[config.mk]
export PLATFORM = sky130hd
export DESIGN_NAME = decode_stage_flat
export DESIGN_NICKNAME = d
export VERILOG_FILES = /design/src/rtl/decode_stage_if.sv /design/src/rtl/decode_stage.sv /design/src/flat_wrapper.sv
export SDC_FILE = /design/constraint.sdc
export NUM_CORES = 1
export LEC_CHECK = 0
export ABC_AREA = 1
export BUFFER_PORTS_ARGS = -buffer_cell sky130_fd_sc_hd__buf_2
export CAP_MARGIN = 20
export CORE_ASPECT_RATIO = 0.7
export CORE_MARGIN = 10
export CORE_UTILIZATION = 60
export CTS_CLUSTER_DIAMETER = 60
export DETAILED_ROUTE_END_ITERATION = 16
export GPL_TIMING_DRIVEN = 0
export PLACE_DENSITY = 0.85
export RECOVER_POWER = 50
export SLEW_MARGIN = 15
export SYNTH_ARGS = -nofsm -noshare
export SYNTH_HDL_FRONTEND = slang
export SYNTH_SLANG_ARGS = --single-unit
[constraint.sdc]
create_clock -name clock -period 6.56 [get_ports clock]
set_input_delay 0 -clock clock [delete_from_list [all_inputs] [get_ports clock]]
set_output_delay 0 -clock clock [all_outputs]
set_load 0.02 [all_outputs]
[src/rtl/decode_stage_if.sv]
// Fetch-to-decode and decode-to-execute handshake bundle for decode_stage.
// valid/ready: a beat transfers on a rising clock edge where valid && ready; once valid is raised the payload holds until that edge.
interface decode_stage_if #(
  parameter int XLEN = 32
);
  logic            in_valid;
  logic            in_ready;
  logic [31:0]     in_inst;
  logic [XLEN-1:0] in_pc;

  logic            out_valid;
  logic            out_ready;
  logic [XLEN-1:0] out_pc;
  logic [4:0]      out_rd;
  logic [4:0]      out_rs1;
  logic [4:0]      out_rs2;
  logic [XLEN-1:0] out_imm;
  logic [4:0]      out_alu_op;
  logic            out_word;
  logic [10:0]     out_ctrl;
  logic            out_illegal;

  modport master (
    output in_valid, in_inst, in_pc, out_ready,
    input  in_ready, out_valid, out_pc, out_rd, out_rs1, out_rs2,
           out_imm, out_alu_op, out_word, out_ctrl, out_illegal
  );

  modport slave (
    input  in_valid, in_inst, in_pc, out_ready,
    output in_ready, out_valid, out_pc, out_rd, out_rs1, out_rs2,
           out_imm, out_alu_op, out_word, out_ctrl, out_illegal
  );
endinterface

[src/rtl/decode_stage.sv]
// RV32/RV64 decode stage: decodes on accept and buffers results with their PC in a DEPTH-entry FIFO.
// No FSM; occupancy lives in count, and outputs come straight from the head entry registers.
module decode_stage #(
  parameter int XLEN  = 32,
  parameter bit HAS_M = 1'b0,
  parameter int DEPTH = 2
) (
  input logic           clock,
  input logic           reset,
  input logic           flush,
  decode_stage_if.slave bus
);
  localparam int PW = (DEPTH > 1) ? $clog2(DEPTH) : 1;
  localparam logic [PW:0] FULL = (PW+1)'(DEPTH);
  localparam bit RV64 = (XLEN == 64);

  localparam logic [4:0] ALU_ADD  = 5'd0;
  localparam logic [4:0] ALU_SUB  = 5'd1;
  localparam logic [4:0] ALU_SLL  = 5'd2;
  localparam logic [4:0] ALU_SLT  = 5'd3;
  localparam logic [4:0] ALU_SLTU = 5'd4;
  localparam logic [4:0] ALU_XOR  = 5'd5;
  localparam logic [4:0] ALU_SRL  = 5'd6;
  localparam logic [4:0] ALU_SRA  = 5'd7;
  localparam logic [4:0] ALU_OR   = 5'd8;
  localparam logic [4:0] ALU_AND  = 5'd9;

  localparam logic [10:0] C_PC    = 11'h400;
  localparam logic [10:0] C_IMM   = 11'h200;
  localparam logic [10:0] C_JALR  = 11'h100;
  localparam logic [10:0] C_JUMP  = 11'h080;
  localparam logic [10:0] C_BR    = 11'h040;
  localparam logic [10:0] C_BZ    = 11'h020;
  localparam logic [10:0] C_LOAD  = 11'h010;
  localparam logic [10:0] C_STORE = 11'h008;
  localparam logic [10:0] C_CSR   = 11'h004;
  localparam logic [10:0] C_CSRI  = 11'h002;
  localparam logic [10:0] C_CSRSC = 11'h001;

  localparam logic [6:0] OPC_LUI      = 7'b0110111;
  localparam logic [6:0] OPC_AUIPC    = 7'b0010111;
  localparam logic [6:0] OPC_JAL      = 7'b1101111;
  localparam logic [6:0] OPC_JALR     = 7'b1100111;
  localparam logic [6:0] OPC_BRANCH   = 7'b1100011;
  localparam logic [6:0] OPC_LOAD     = 7'b0000011;
  localparam logic [6:0] OPC_STORE    = 7'b0100011;
  localparam logic [6:0] OPC_OP_IMM   = 7'b0010011;
  localparam logic [6:0] OPC_OP       = 7'b0110011;
  localparam logic [6:0] OPC_MISC_MEM = 7'b0001111;
  localparam logic [6:0] OPC_SYSTEM   = 7'b1110011;
  localparam logic [6:0] OPC_OP_IMM32 = 7'b0011011;
  localparam logic [6:0] OPC_OP32     = 7'b0111011;

  typedef struct packed {
    logic [XLEN-1:0] pc;
    logic [4:0]      rd;
    logic [4:0]      rs1;
    logic [4:0]      rs2;
    logic [XLEN-1:0] imm;
    logic [4:0]      alu_op;
    logic            word;
    logic [10:0]     ctrl;
    logic            illegal;
  } entry_t;

  logic [31:0]     inst;
  logic [6:0]      opc;
  logic [2:0]      f3;
  logic [6:0]      f7;
  logic [XLEN-1:0] imm_i, imm_s, imm_b, imm_u, imm_j, imm_csr;
  logic            sll_ok, sr_ok;

  assign inst    = bus.in_inst;
  assign opc     = inst[6:0];
  assign f3      = inst[14:12];
  assign f7      = inst[31:25];
  assign imm_i   = XLEN'($signed(inst[31:20]));
  assign imm_s   = XLEN'($signed({inst[31:25], inst[11:7]}));
  assign imm_b   = XLEN'($signed({inst[31], inst[7], inst[30:25], inst[11:8], 1'b0}));
  assign imm_u   = XLEN'($signed({inst[31:12], 12'b0}));
  assign imm_j   = XLEN'($signed({inst[31], inst[19:12], inst[20], inst[30:21], 1'b0}));
  assign imm_csr = XLEN'(inst[31:20]);

  // At RV64, inst[25] belongs to the 6-bit shamt, so funct7 is checked on [31:26] only.
  assign sll_ok = RV64 ? (inst[31:26] == 6'b000000) : (f7 == 7'b0000000);
  assign sr_ok  = RV64 ? (inst[31:26] == 6'b000000 || inst[31:26] == 6'b010000)
                       : (f7 == 7'b0000000 || f7 == 7'b0100000);

  logic            bad, use_rd, use_rs1, use_rs2, word;
  logic [4:0]      alu;
  logic [10:0]     ctrl;
  logic [XLEN-1:0] imm;
  entry_t          dec;

  always_comb begin
    bad     = (inst[1:0] != 2'b11);
    use_rd  = 1'b0;
    use_rs1 = 1'b0;
    use_rs2 = 1'b0;
    word    = 1'b0;
    alu     = ALU_ADD;
    ctrl    = '0;
    imm     = '0;
    case (opc)
      OPC_LUI:   begin use_rd = 1'b1; imm = imm_u; ctrl = C_IMM; end
      OPC_AUIPC: begin use_rd = 1'b1; imm = imm_u; ctrl = C_PC | C_IMM; end
      OPC_JAL:   begin use_rd = 1'b1; imm = imm_j; ctrl = C_JUMP; end
      OPC_JALR: begin
        use_rd = 1'b1; use_rs1 = 1'b1; imm = imm_i; ctrl = C_JALR | C_IMM;
        if (f3 != 3'b000) bad = 1'b1;
      end
      OPC_BRANCH: begin
        // Branch-taken is "result zero" (C_BZ) or "result non-zero" on the compare result.
        use_rs1 = 1'b1; use_rs2 = 1'b1; imm = imm_b; ctrl = C_BR;
        case (f3)
          3'b000:  begin alu = ALU_SUB;  ctrl = C_BR | C_BZ; end
          3'b001:  alu = ALU_SUB;
          3'b100:  alu = ALU_SLT;
          3'b101:  begin alu = ALU_SLT;  ctrl = C_BR | C_BZ; end
          3'b110:  alu = ALU_SLTU;
          3'b111:  begin alu = ALU_SLTU; ctrl = C_BR | C_BZ; end
          default: bad = 1'b1;
        endcase
      end
      OPC_LOAD: begin
        use_rd = 1'b1; use_rs1 = 1'b1; imm = imm_i; ctrl = C_LOAD | C_IMM;
        if (f3 == 3'b111 || ((f3 == 3'b011 || f3 == 3'b110) && !RV64)) bad = 1'b1;
      end
      OPC_STORE: begin
        use_rs1 = 1'b1; use_rs2 = 1'b1; imm = imm_s; ctrl = C_STORE | C_IMM;
        if (f3[2] || (f3 == 3'b011 && !RV64)) bad = 1'b1;
      end
      OPC_OP_IMM: begin
        use_rd = 1'b1; use_rs1 = 1'b1; imm = imm_i; ctrl = C_IMM;
        case (f3)
          3'b000: alu = ALU_ADD;
          3'b001: begin alu = ALU_SLL; if (!sll_ok) bad = 1'b1; end
          3'b010: alu = ALU_SLT;
          3'b011: alu = ALU_SLTU;
          3'b100: alu = ALU_XOR;
          3'b101: begin alu = inst[30] ? ALU_SRA : ALU_SRL; if (!sr_ok) bad = 1'b1; end
          3'b110: alu = ALU_OR;
          default: alu = ALU_AND;
        endcase
      end
      OPC_OP_IMM32: begin
        use_rd = 1'b1; use_rs1 = 1'b1; imm = imm_i; ctrl = C_IMM; word = 1'b1;
        case (f3)
          3'b000:  alu = ALU_ADD;
          3'b001:  begin alu = ALU_SLL; if (f7 != 7'b0000000) bad = 1'b1; end
          3'b101:  begin
            alu = inst[30] ? ALU_SRA : ALU_SRL;
            if (f7 != 7'b0000000 && f7 != 7'b0100000) bad = 1'b1;
          end
          default: bad = 1'b1;
        endcase
        if (!RV64) bad = 1'b1;
      end
      OPC_OP, OPC_OP32: begin
        use_rd = 1'b1; use_rs1 = 1'b1; use_rs2 = 1'b1; word = (opc == OPC_OP32);
        case (f7)
          7'b0000000: begin
            case (f3)
              3'b000:  alu = ALU_ADD;
              3'b001:  alu = ALU_SLL;
              3'b010:  alu = ALU_SLT;
              3'b011:  alu = ALU_SLTU;
              3'b100:  alu = ALU_XOR;
              3'b101:  alu = ALU_SRL;
              3'b110:  alu = ALU_OR;
              default: alu = ALU_AND;
            endcase
            if (word && !(f3 == 3'b000 || f3 == 3'b001 || f3 == 3'b101)) bad = 1'b1;
          end
          7'b0100000: begin
            alu = f3[2] ? ALU_SRA : ALU_SUB;
            if (f3 != 3'b000 && f3 != 3'b101) bad = 1'b1;
          end
          7'b0000001: begin
            alu = {2'b10, f3};
            if (!HAS_M) bad = 1'b1;
            if (word && (f3 == 3'b001 || f3 == 3'b010 || f3 == 3'b011)) bad = 1'b1;
          end
          default: bad = 1'b1;
        endcase
        if (word && !RV64) bad = 1'b1;
      end
      OPC_MISC_MEM: ;
      OPC_SYSTEM: begin
        case (f3)
          3'b000: ;
          3'b100: bad = 1'b1;
          default: begin
            use_rd = 1'b1; use_rs1 = 1'b1; imm = imm_csr;
            ctrl = f3[2] ? (C_CSR | C_CSRI) : C_CSR;
            if (f3[1]) ctrl = ctrl | C_CSRSC;
            alu = (f3[1:0] == 2'b10) ? ALU_OR : (f3[1:0] == 2'b11) ? ALU_AND : ALU_ADD;
          end
        endcase
      end
      default: bad = 1'b1;
    endcase

    dec.pc      = bus.in_pc;
    dec.illegal = bad;
    dec.rd      = (use_rd  && !bad) ? inst[11:7]  : 5'd0;
    dec.rs1     = (use_rs1 && !bad) ? inst[19:15] : 5'd0;
    dec.rs2     = (use_rs2 && !bad) ? inst[24:20] : 5'd0;
    dec.imm     = bad ? '0 : imm;
    dec.alu_op  = bad ? 5'd0 : alu;
    dec.word    = bad ? 1'b0 : word;
    dec.ctrl    = bad ? 11'd0 : ctrl;
  end

  entry_t          mem [DEPTH];
  entry_t          head;
  logic [PW-1:0]   wr_ptr, rd_ptr;
  logic [PW:0]     count;
  logic            accept, pop;

  assign bus.in_ready  = (count != FULL) || bus.out_ready;
  assign bus.out_valid = (count != '0);
  assign accept        = bus.in_valid && bus.in_ready;
  assign pop           = bus.out_valid && bus.out_ready;

  always_ff @(posedge clock) begin
    if (reset) begin
      wr_ptr <= '0;
      rd_ptr <= '0;
      count  <= '0;
      for (int k = 0; k < DEPTH; k++) mem[k] <= '0;
    end else if (flush) begin
      wr_ptr <= '0;
      rd_ptr <= '0;
      count  <= '0;
    end else begin
      if (accept) begin
        mem[wr_ptr] <= dec;
        wr_ptr      <= wr_ptr + 1'b1;
      end
      if (pop) rd_ptr <= rd_ptr + 1'b1;
      if (accept && !pop) count <= count + 1'b1;
      else if (pop && !accept) count <= count - 1'b1;
    end
  end

  assign head            = mem[rd_ptr];
  assign bus.out_pc      = head.pc;
  assign bus.out_rd      = head.rd;
  assign bus.out_rs1     = head.rs1;
  assign bus.out_rs2     = head.rs2;
  assign bus.out_imm     = head.imm;
  assign bus.out_alu_op  = head.alu_op;
  assign bus.out_word    = head.word;
  assign bus.out_ctrl    = head.ctrl;
  assign bus.out_illegal = head.illegal;
endmodule
[src/flat_wrapper.sv]
// flat-port wrapper written by rule: the top's interface ports become plain ports
module decode_stage_flat 
#(
  parameter int XLEN  = 32,
  parameter bit HAS_M = 1'b0,
  parameter int DEPTH = 2
)
  (clock, reset, flush, bus_in_valid, bus_in_inst, bus_in_pc, bus_out_ready, bus_in_ready, bus_out_valid, bus_out_pc, bus_out_rd, bus_out_rs1, bus_out_rs2, bus_out_imm, bus_out_alu_op, bus_out_word, bus_out_ctrl, bus_out_illegal);
  decode_stage_if #(.XLEN(XLEN)) bus_i ();
  input logic clock;
  input logic reset;
  input logic flush;
  input wire logic [$bits(bus_i.in_valid)-1:0] bus_in_valid;
  input wire logic [$bits(bus_i.in_inst)-1:0] bus_in_inst;
  input wire logic [$bits(bus_i.in_pc)-1:0] bus_in_pc;
  input wire logic [$bits(bus_i.out_ready)-1:0] bus_out_ready;
  output wire logic [$bits(bus_i.in_ready)-1:0] bus_in_ready;
  output wire logic [$bits(bus_i.out_valid)-1:0] bus_out_valid;
  output wire logic [$bits(bus_i.out_pc)-1:0] bus_out_pc;
  output wire logic [$bits(bus_i.out_rd)-1:0] bus_out_rd;
  output wire logic [$bits(bus_i.out_rs1)-1:0] bus_out_rs1;
  output wire logic [$bits(bus_i.out_rs2)-1:0] bus_out_rs2;
  output wire logic [$bits(bus_i.out_imm)-1:0] bus_out_imm;
  output wire logic [$bits(bus_i.out_alu_op)-1:0] bus_out_alu_op;
  output wire logic [$bits(bus_i.out_word)-1:0] bus_out_word;
  output wire logic [$bits(bus_i.out_ctrl)-1:0] bus_out_ctrl;
  output wire logic [$bits(bus_i.out_illegal)-1:0] bus_out_illegal;
  assign bus_i.in_valid = bus_in_valid;
  assign bus_i.in_inst = bus_in_inst;
  assign bus_i.in_pc = bus_in_pc;
  assign bus_i.out_ready = bus_out_ready;
  assign bus_in_ready = bus_i.in_ready;
  assign bus_out_valid = bus_i.out_valid;
  assign bus_out_pc = bus_i.out_pc;
  assign bus_out_rd = bus_i.out_rd;
  assign bus_out_rs1 = bus_i.out_rs1;
  assign bus_out_rs2 = bus_i.out_rs2;
  assign bus_out_imm = bus_i.out_imm;
  assign bus_out_alu_op = bus_i.out_alu_op;
  assign bus_out_word = bus_i.out_word;
  assign bus_out_ctrl = bus_i.out_ctrl;
  assign bus_out_illegal = bus_i.out_illegal;
  decode_stage #(.XLEN(XLEN), .HAS_M(HAS_M), .DEPTH(DEPTH)) u_core (.clock(clock), .reset(reset), .flush(flush), .bus(bus_i));
endmodule
==> summary.md <==
| Metric | Value |
|---|---|
| RSZ-0062 raised after global routing | false |
| Die area | about 0.021 mm² |
| Sequential cell area | a little under 0.006 mm² |
| Postcts setup bufs | 0 |
| Root Buffer | clkbuf_16 |
| GRT Overall Usage | approximately a quarter |
| Leak | between 4 and 5 nW |
| VDD IR max | between 200 and 250 µV |
| CP required | 6.68 ns |
| Vias in the first global route | around 7,500 |
| Drt first pass iters | 5 |
| DR WL/cell | about 21 µm |
| Max Slew Vio Count | 0 |
| Yosys cell types | 30 |
| I/O pins | roughly 170 |
| FILL cells | approximately 1,100 |
| Setup TNS | 0 ns |
| Area of the mapped netlist | 0.009493 mm² |
| Fin Clk Skew | ~0.010 ns |
| Worst Tran Pin Value | 0.8178 ns |
| Nets | 1,155 |
| Register area share after synthesis | a little over three fifths |
| Yosys reg bits | slightly below 200 |
| Min Tclk post-route | approximately 3.6 ns |
| Max-slew headroom | 45.43% |
| CTS tree | done |
| Die extent in x | approximately 170 µm |
| Crit end category | flop |
| Clock H-tree levels | 4 |
| Cts bufs inserted | 17 |
| Startpoint types | input port |
| PD cells | about 240 mW/mm² |
| Core Util, Final | between 70% and 80% |
| DRT Wirelength | roughly 28 mm |
| Residual DRC count | 0 |
| 1st-iter DRT viols | 897 |
| Die Ht | about 130 µm |
| Finish-stage setup viols | 0 |
| Fin crit share | 54.15% |
| Total grt overflow | 0 |
| Row count | 38 |
| Port Buf Inserts | around 170 |
| Worst min path class | input port to flop |
| Avg Cell Area, Syn | roughly 11 µm² |
| Initial Util | 61.24% |
| Largest net degree at the start of global routing | 55 |
| Post-Syn Instances | 846 |
| Vias | approximately 7,500 |
| DP HPWL | 18.59 mm |
| Multi-input gate area | between 0.003 and 0.004 mm² |
| Outcome | completed |
| Worst-path clk slew | ~0.070 ns |
| Setup CP Type | input port to flop |
| Peak Freq | around 280 MHz |
| Crit path max fanout | 54 |
| Max cap viols | 0 |
| Core ar. | 0.01550 mm² |
| Clk_lat worst skew | between 0.4 and 0.5 ns |
| Critical path arrival | between 3 and 4 ns |
| YS warnings | 0 |
| Antenna Nets Post-Route | 0 |
| Share of layout cells above drive strength 1 | about 23% |
| Vias per Instance | about 5.8 |
| First-pass GRT wire length | 41.70 mm |
| Initial antenna violation count | 1 |
| Max Root-Sink Buffers | 2 |
| Gpl congestion | 0.9494 |
| Area Growth Syn to Fin | 22.02% |
| Final-report hold violation count | 0 |
| # clock sinks | 199 |
-- cells by family (layout without fill, tap and decap cells) --
group                    after synthesis  count (layout)  share of synthesized area [%]
adder cells (fa/ha/maj)                1               1                         0.1318
buffers and inverters                115             364                          5.048
AND/OR/NAND/NOR                      385             385                          18.16
multiplexers                          97              97                          11.51
other                                  1               5                        0.03950
AO/OA/AOI/OAI                         48              48                          2.689
flip-flops                           199             199                          62.42
-- metrics by stage --
stage / power [mW] / area [µm²] / setup slack (ns) / instances / hold slack, ns
6_report: 2.822 / 11580 / 3.008 / 1299 / 0.02888
5_1_grt: 2.896 / 11580 / 2.825 / 1299 / 0.02378
4_1_cts: 2.820 / 11720 / 3.061 / 1298 / 0.002910
3_5_place_dp: 1.801 / 10670 / 3.377 / 1218 / 0.3167
3_3_place_gp: 1.794 / 10590 / 0.9725 / 1215 / 0.3060
2_1_floorplan: 1.680 / 9504 / 2.545 / 849 / 0.1878
-- per-layer routing --
metal / vias up / share of wire, % / global-route usage, %
met5: - / 0 / 0
met4: 0 / 2.2 / 8.642
met3: 51 / 11 / 6.539
met2: 470 / 47 / 40.77
met1: 3549 / 40 / 33.17
li1: 3419 / - / -
-- final cells by class --
cell class | count | share of cell area [%]
Antenna cell | 1 | 0.02160
Buffer | 46 | 1.653
Clock buffer | 17 | 3.673
Clock inverter | 15 | 1.264
Inverter | 69 | 2.236
Multi-Input combinational cell | 535 | 26.63
Sequential cell | 199 | 51.16
Tap cell | 200 | 2.160
Timing Repair Buffer | 217 | 11.21
-- power breakdown --
part	total, mW	switching (mW)	internal [mW]
Clock	1.03	0.496	0.531
Combinational	0.329	0.218	0.111
Sequential	1.47	0.0153	1.45
-- sequential cells by signal (all words and copies together), names as in the netlist, named ones only --
register	count
u_core.count	2
u_core.mem	194
u_core.rd_ptr	1
u_core.wr_ptr	1
-- final timing paths --
| path | startpoint | end | slack (ns) | cells after the start |
|---|---|---|---|---|
| setup / recovery | flush | u_core.mem[1][56]$_SDFFCE_PN0P_ | 3.01 | 11 |
| hold / removal | bus_in_inst[30] | u_core.mem[0][28]$_SDFFCE_PN0P_ | 0.03 | 3 |
| setup reg to reg | u_core.count[1]$_SDFFE_PP0P_ | u_core.mem[1][56]$_SDFFCE_PN0P_ | 3.36 | 10 |
| hold reg to reg | u_core.rd_ptr$_SDFFE_PP0P_ | flop | 0.50 | 2 |
-- cells in the mapped netlist, drive strengths merged --
master | n | area share, %
mux2 | 97 | 12
nand3b | 2 | 0.16
a21boi | 5 | 0.40
a21oi | 26 | 1.4
conb | 1 | 0.040
nand2 | 78 | 3.2
nand4 | 24 | 1.6
buf | 19 | 1.3
dfxtp | 5 | 1.1
clkinv | 1 | 0.040
inv | 68 | 2.7
clkbuf | 27 | 1.1
o31ai | 1 | 0.079
ha | 1 | 0.13
nor2 | 197 | 8.4
nor4 | 1 | 0.066
edfxtp | 194 | 61
nand3 | 44 | 2.4
nor3 | 39 | 2.4
o21ai | 16 | 0.84
-- what timing repair did --
action,4_1_cts,5_1_grt
hold buffers,48,0
gates resized for setup,0,0
endpoints found under the setup margin,0,0
hold endpoints to repair,89,0
-- critical path, cell delays in order --
cell,delay (ns)
dlygate4sd3_1,0.53
buf_2,0.12
nor2_1,0.18
dlygate4sd3_1,0.67
nand2_1,0.09
nor2_1,0.19
inv_1,0.13
clkbuf_1,0.34
buf_1,0.35
nand2_4,0.69
buf_16,0.31
-- layout by cell type (no fill, tap or decap), drive strengths merged --
cell / instances
mux2: 97
o21ai: 16
clkinv: 7
a21oi: 26
nor3: 39
nand4: 24
clkbuf: 120
buf: 112
nand3b: 2
nand2: 78
nor4: 1
nand3: 44
conb: 4
nor2: 197
dlygate4sd3: 48
o31ai: 1
clkinvlp: 4
bufinv: 1
edfxtp: 194
inv: 72
diode: 1
a21boi: 5
dfxtp: 5
ha: 1
Power figures use the tool's default switching activity.
